**config.mk**
```make
export PLATFORM = sky130hd
export DESIGN_NAME = arm_emit_sequencer
export DESIGN_NICKNAME = d
export VERILOG_FILES = /design/src/rtl/arm_emit_sequencer.sv
export SDC_FILE = /design/constraint.sdc
export NUM_CORES = 1
export LEC_CHECK = 0
export ABC_AREA = 0
export BUFFER_PORTS_ARGS = -buffer_cell sky130_fd_sc_hd__buf_2
export CAP_MARGIN = 10
export CORE_ASPECT_RATIO = 1.4
export CORE_MARGIN = 3
export CORE_UTILIZATION = 38
export CTS_CLUSTER_DIAMETER = 40
export DETAILED_ROUTE_END_ITERATION = 8
export PLACE_DENSITY = 0.66
export SLEW_MARGIN = 20
export SYNTH_ARGS = -nofsm -noshare
export SYNTH_HDL_FRONTEND = slang
export SYNTH_SLANG_ARGS = --single-unit
```
**constraint.sdc**
```tcl
create_clock -name clk -period 7.29 [get_ports clk]
set_clock_uncertainty 0.1 [all_clocks]
set_input_delay 0.3645 -clock clk [delete_from_list [all_inputs] [get_ports clk]]
set_output_delay 0.3645 -clock clk [all_outputs]
set_load 0.01 [all_outputs]
```
**src/rtl/arm_emit_sequencer.sv**
```systemverilog
// arm_emit_sequencer
//   Serializes translated ARM instruction bundles (up to SLOTS words each)
//   into the instruction memory write port, one word per accepted memory
//   cycle. Owns the write pointer, honours mem_ready backpressure and stops
//   permanently (FULL) once the word at DEPTH-1 has been written.
//
//   Optional build macro: EMIT_TRACE_EN
//     When defined, every retired word is logged as a 32-char binary data
//     field, a space, then the decimal address.
//     Simulation only; cycle behaviour is identical with or without it.
module arm_emit_sequencer #(
  parameter int SLOTS      = 6,
  parameter int ADDR_WIDTH = 10,
  parameter int DEPTH      = 1024
) (
  input  logic                    clk,
  input  logic                    reset_n,
  input  logic                    bundle_valid,
  output logic                    bundle_ready,
  input  logic [32*SLOTS-1:0]     instructions,
  input  logic [3:0]              quantity,
  output logic                    mem_we,
  output logic [ADDR_WIDTH-1:0]   mem_addr,
  output logic [31:0]             mem_wdata,
  input  logic                    mem_ready,
  output logic                    busy,
  output logic [ADDR_WIDTH:0]     emitted_count,
  output logic                    overflow,
  output logic                    qty_err
);

  // Slot index needs to hold 0..SLOTS-1; one spare bit keeps SLOTS=1 legal.
  localparam int                    IW        = $clog2(SLOTS + 1);
  localparam logic [3:0]            SLOTS_Q   = 4'(SLOTS);
  localparam logic [ADDR_WIDTH-1:0] LAST_ADDR = ADDR_WIDTH'(DEPTH - 1);

  typedef enum logic [1:0] {IDLE, EMIT, FULL} state_t;

  state_t                  state;
  logic [SLOTS-1:0][31:0]  slot_buf;
  logic [IW-1:0]           idx;
  logic [IW-1:0]           last_idx;
  logic [ADDR_WIDTH-1:0]   ptr;
  logic [3:0]              q_cap;
  logic [IW-1:0]           idx_nxt;

  // Clamp the requested word count to what the buffer can hold.
  always_comb begin
    q_cap   = (quantity > SLOTS_Q) ? SLOTS_Q : quantity;
    idx_nxt = idx + IW'(1);
  end

  // Handshake / status outputs are pure decodes of the registered state.
  assign bundle_ready = (state == IDLE);
  assign busy         = (state == EMIT);
  assign mem_addr     = ptr;

  // Sequencer FSM: accept a bundle in IDLE, stream its words in EMIT,
  // latch up in FULL once the last memory location has been written.
  always_ff @(posedge clk) begin
    if (!reset_n) begin
      state         <= IDLE;
      slot_buf      <= '0;
      idx           <= '0;
      last_idx      <= '0;
      ptr           <= '0;
      emitted_count <= '0;
      overflow      <= 1'b0;
      qty_err       <= 1'b0;
      mem_we        <= 1'b0;
      mem_wdata     <= '0;
    end else begin
      case (state)
        IDLE: begin
          if (bundle_valid) begin
            slot_buf <= instructions;
            idx      <= '0;
            last_idx <= IW'(q_cap - 4'd1);
            if (quantity > SLOTS_Q) qty_err <= 1'b1;
            // Empty bundles are consumed in place without touching memory.
            if (q_cap != 4'd0) begin
              state     <= EMIT;
              mem_we    <= 1'b1;
              mem_wdata <= instructions[31:0];
            end
          end
        end
        EMIT: begin
          // mem_we is held high throughout EMIT, so mem_ready alone retires.
          if (mem_ready) begin
            emitted_count <= emitted_count + 1'b1;
            if (ptr == LAST_ADDR) begin
              // Memory exhausted: drop whatever is left and stop for good.
              overflow <= 1'b1;
              state    <= FULL;
              mem_we   <= 1'b0;
            end else begin
              ptr <= ptr + 1'b1;
              if (idx == last_idx) begin
                state  <= IDLE;
                mem_we <= 1'b0;
              end else begin
                idx       <= idx_nxt;
                mem_wdata <= slot_buf[idx_nxt];
              end
            end
          end
        end
        FULL: begin
          mem_we <= 1'b0;
        end
        default: begin
          state  <= IDLE;
          mem_we <= 1'b0;
        end
      endcase
    end
  end

`ifdef EMIT_TRACE_EN
  // Log each retired word: binary data, then decimal address.
  always @(posedge clk) begin
    if (reset_n && mem_we && mem_ready)
      $display("%b %0d", mem_wdata, mem_addr);
  end
`else
`endif

endmodule

```
---- After elaboration in Yosys (flattened, before gate mapping) ----
Cells that the tools add are included.
operators by class
  add/subtract/negate cells ............... 4
  order comparisons ....................... 2
  equal/unequal tests ..................... 10
  muxes and demuxes ....................... 26
  bitwise logic cells ..................... 2
  reduce and logical (&&, ||, !) cells .... 12
operators with widths
  cell                   number
  $mux 32                6
  $bmux 32 s3            1
  $pmux 32 s2            1
  $mux 3                 4
  $add 11x1->11 const B  1
  $add 10x1->10 const B  1
  $eq 10x10->1 const B   1
  $mux 2                 5
  $reduce_and 5->1       2
  $reduce_and 3->1       3
  $ne 2x2->1 const B     4
  $pmux 2 s3             1
  $pmux 3 s2             1
  $reduce_and 6->1       1
  $mux 1                 5
  $gt 4x3->1 const B     1
  $lt 3x4->1 const B     1
  $mux 4                 1
  $reduce_and 2->1       2
  $reduce_and 4->1       1
  $reduce_bool 4->1      1
  $add 3x1->3 const B    1
  $eq 3x3->1             1
  $ne 3x1->1 const B     1
  8 further kinds        9
word-level totals
  register bits after elaboration ......... 256
  input bits .............................. 200
  output and inout bits ................... 58
  logic and storage cells ................. 71

---- Logic depth before layout (Yosys ltp) ----
  depth after elaboration ................. 7
  gate-level depth with buffers ........... 9
  depth with buffers taken out ............ 7

---- Worst setup path before layout ----
OpenSTA, ideal clock, no wires.
  path kind ............................... register to register
  from .................................... register idx[0]
  to ...................................... register mem_wdata[0]
  library setup time ...................... 146 ps
  arrival time ............................ 2,154 ps
  required time ........................... 7,044 ps
  path slack .............................. 4,890 ps
  cell stages (with the launch flop) ...... 8
  buffers on the path ..................... 2
  period minus slack after synthesis ...... 2,400 ps
  cells stage by stage .................... dfxtp_1 > ha_1 > buf_2 > buf_2 > mux4_2 > and3_1 > a221oi_1 > a211oi_2
between the ends
  longest elaborated chain between the ends .. 7
  elaborated cells between the ends (all ways) .. 10
  those cells by class .................... add/sub: 1; eq/ne: 2; mux: 6; reduce/logical: 1
ends and longest elaborated chain
  element                        RTL line  source
  from (decl)                    41        logic [IW-1:0] idx;
  from (signal assigned)         103       idx <= idx_nxt;
  $add 3x1->3                    50        idx_nxt = idx + IW'(1);
  $bmux 32 s3                    104       mem_wdata <= slot_buf[idx_nxt];
  $mux 32 (implied by the code)  104
  $mux 32                        99        if (idx == last_idx) begin
  $mux 32                        92        if (ptr == LAST_ADDR) begin
  $mux 32                        90        if (mem_ready) begin
  $pmux 32 s2                    73        case (state)
  to (signal assigned)           84        mem_wdata <= instructions[31:0];
  to (signal assigned)           104
  to (decl)                      24        output logic [31:0] mem_wdata,
Several ways; a longest one is shown, not always the timed one. The select of a mux whose other input is x is not followed.
A chain may end at the register's enable or synchronous reset.

---- Worst setup path in the final report ----
  from .................................... register state[0]
  to ...................................... output port busy
between the ends
  longest elaborated chain between the ends .. 1
ends and longest elaborated chain
  element                 RTL line  source
  from (decl)             39        state_t state;
  from (signal assigned)  62        state <= IDLE;
  from (signal assigned)  82        state <= EMIT;
  from (signal assigned)  95        state <= FULL;
  $eq 2x1->1              55        assign busy = (state == EMIT);
  to (decl)               26        output logic busy,
Every way passes these cells.

==> impl_results.md <==
* CTS tree: done
* Setup TNS at 0 ns
* Reg2Reg Depth at 6
* Drt first-iter violations at about 750
* Hold path endpoint: slot_buf[133]$_SDFFE_PN0P_
* Met3 usage at 0.0340
* Fin util at 0.508
* First-pass GRT wire length at 53.7 mm
* Final HPWL DP at roughly 22 mm
* Post-CTS sizing at 0
* Area Growth Syn to Fin at 30.8%
* Critical path arrival at approximately 3 ns
* RSZ-0062 raised after global routing: no
* Hold path startpoint: instructions[133]
* Synth cell types at 50
* Status: finished clean
* CP cell instances: nand2b_2, inv_1, buf_2
* Met2 Usage GRT at 0.351
* Bufs on Longest Clock Path at 3
* Post-synthesis sequential area ratio at 0.461
* Final setup fails at 0
* Synth Instances at 1,287
* DRC errors left at 0
* Async SR Flop Fraction at 0
* Total GRT Usage at 0.213
* Yosys top cell area share at 0.461
* Mapped cell area at approximately 0.011 mm2
* Initial core utilization at 0.389
* P_leak at 5.94 nW
* Mean post-synth cell area at 8.63 um2
* Worst-path fanout max at 35
* Ys flop type: dfxtp_1
* Largest area contributor in the netlist: dfxtp_1
* # diodes at 0
* Vias at 10,500
* Core ar. at between 0.02 and 0.03 mm2
* Busiest metal layer after global routing: met2
* Worst r2r dst: mem_wdata[4]$_SDFFE_PN0P_
* Vias in the first global route at 10,100
* DR vias/cell at ~5.4
* WP data required at 6.83 ns
* TritonCTS Buffers at 36
* #FFs+latches synth at 256
* Setup slack, reg-to-reg at just under 4 ns
* Dpl ws at around 3.8 ns
* Post-route antenna net violation count at 0
* Rows at 73
* Worst Max-Slew Pin Slew at between 1 and 1.5 ns
* EDFF count, synth at 0
* RR Startpoint: idx[0]$_SDFFE_PN0P_
* Synth area leaders: dfxtp_1, nand2_1, a21oi_1
* M1 GR Usage at 0.271
* Post-CTS Hold Fix Bufs at 73
* Worst setup EP type: output port
* Placed cells at 1,815
* Max-slew headroom at 0.310
* Clock Pin Slew Worst Setup and Hold Paths at 0.06 ns
* Grt ovf at 0
* Setup crit start kind: flop
* Die X-Extent at 150 um
* Placer congestion estimate at 0.825
* PnR worst setup slack at approximately 3.7 ns
* Crit share post-route at 0.487
* Kind of critical path: flop to output port
* Initial antenna violation count at 0
* Hold Vio Cnt, Final at 0
* Root Driver: clkbuf_16
* WL/cell at around 18 um
* First-pass iteration count of the detailed router at 5
* Worst-Skew Late Latency at 0.50 ns
* Die Area at between 0.03 and 0.04 mm2
* Final wirelength at 34.6 mm
* Maximum vdd drop at 0.172 mV
* Commonest cells after routing, fill and taps aside: nand2_1, buf_2, dfxtp_1
* Yosys warnings at 0
* Pins over their slew limit at 0
* Setup Buffers After CTS at 0
* Fin cells at 1,956
* Worst min-delay path class: input port to flop
* Hold Path Cell Cnt at 3
* Port bufs at 257
* Nets at 1,758
* Crit-path slowest cell: inv_1
* Crit path time final at about 3.5 ns
* Clk sinks at 256
* Die Ht at 208 um
* Most common cell after layout, fill and taps aside: nand2_1
* Largest net degree at the start of global routing at 184
* H-tree depth at 2
* Fmax at around 280 MHz
* CP peak stage delay at about 0.96 ns
* # IOs at ~260
* PwrDens at 278 mW/mm2
* MaxCap Viol Count at 0
* Share of post-route cells with drive strength above 1 at 0.278
* Syn nets at 1,492
registers in the layout, summed over array words and instances, names as in the netlist:
register	count
emitted_count	11
idx	3
last_idx	3
mem_addr	10
mem_wdata	32
mem_we	1
overflow	1
qty_err	1
slot_buf	192
state	2
worst max path at each step:
stage / startpoint / end / slack, ns / cells after the start
global route: state[0]$_SDFFE_PN0P_ / busy / 3.55 / 3
floorplan: idx[0]$_SDFFE_PN0P_ / mem_wdata[0]$_SDFFE_PN0P_ / 4.89 / 7
CTS: state[0]$_SDFFE_PN0P_ / busy / 3.73 / 3
detailed placement: idx[0]$_SDFFE_PN0P_ / mem_wdata[4]$_SDFFE_PN0P_ / 3.81 / 6
global placement: idx[0]$_SDFFE_PN0P_ / mem_wdata[7]$_SDFFE_PN0P_ / 3.56 / 7
finish: state[0]$_SDFFE_PN0P_ / busy / 3.74 / 3
through the flow:
step | hold slack (ns) | instance area [um2] | total power, mW
3_5_place_dp | 0.345 | 12500 | 2.24
4_1_cts | 0.000194 | 14500 | 4.07
6_report | 0.0128 | 14500 | 4.04
5_1_grt | 0.00829 | 14500 | 4.22
2_1_floorplan | 0.333 | 11100 | 2.03
3_3_place_gp | 0.339 | 12500 | 2.23
logic make-up after synthesis:
kind of cell	count (synthesis)	synth area share
simple gates	499	0.187
compound gates	325	0.188
flops	256	0.461
buf+inv	121	0.0471
mux	65	0.0982
xor+xnor	16	0.0126
fa+ha+maj	5	0.00563
cell type report:
type | instances | area (um2)
fillers | 2692 | 14100
clock buffers | 43 | 978
well taps | 375 | 469
clock inverters | 23 | 268
inverters | 5 | 26.3
flip-flops and latches | 256 | 5130
multi-input cells | 910 | 5500
repair buffers | 344 | 2150
worst max-delay path: cells and delay by family (launching register included):
| kind | cells | cell delay [ns] |
|---|---|---|
| buffers and inverters | 2 | 1.26 |
| and+or+nand+nor | 1 | 0.62 |
| DFF | 1 | 0.67 |
cells in the mapped netlist (5+ instances only):
cell type,instances
a211oi_2,30
mux2_2,32
a31oi_1,36
clkbuf_1,78
mux4_2,32
nand3_1,7
xor2_1,6
xnor2_1,10
a21oi_1,202
and3_1,34
dfxtp_1,256
nand4_1,6
ha_1,5
buf_2,31
a221oi_1,32
nand2_1,403
nor2_1,22
power by group:
group | internal (mW) | total [mW] | switching (mW)
sequential | 1.53 | 1.62 | 0.0929
clock | 1.10 | 1.79 | 0.693
combinational | 0.272 | 0.630 | 0.358
total | 2.90 | 4.04 | 1.14
per-layer routing:
layer  routed length, um  up-vias  share of wire
met3                2010       87          0.058
li1                    -     5040              -
met4                1550        0          0.045
met5                   0        -              0
met1               14100     4972           0.41
met2               16900      408           0.49
No activity file was read; power rests on OpenSTA's default activity.
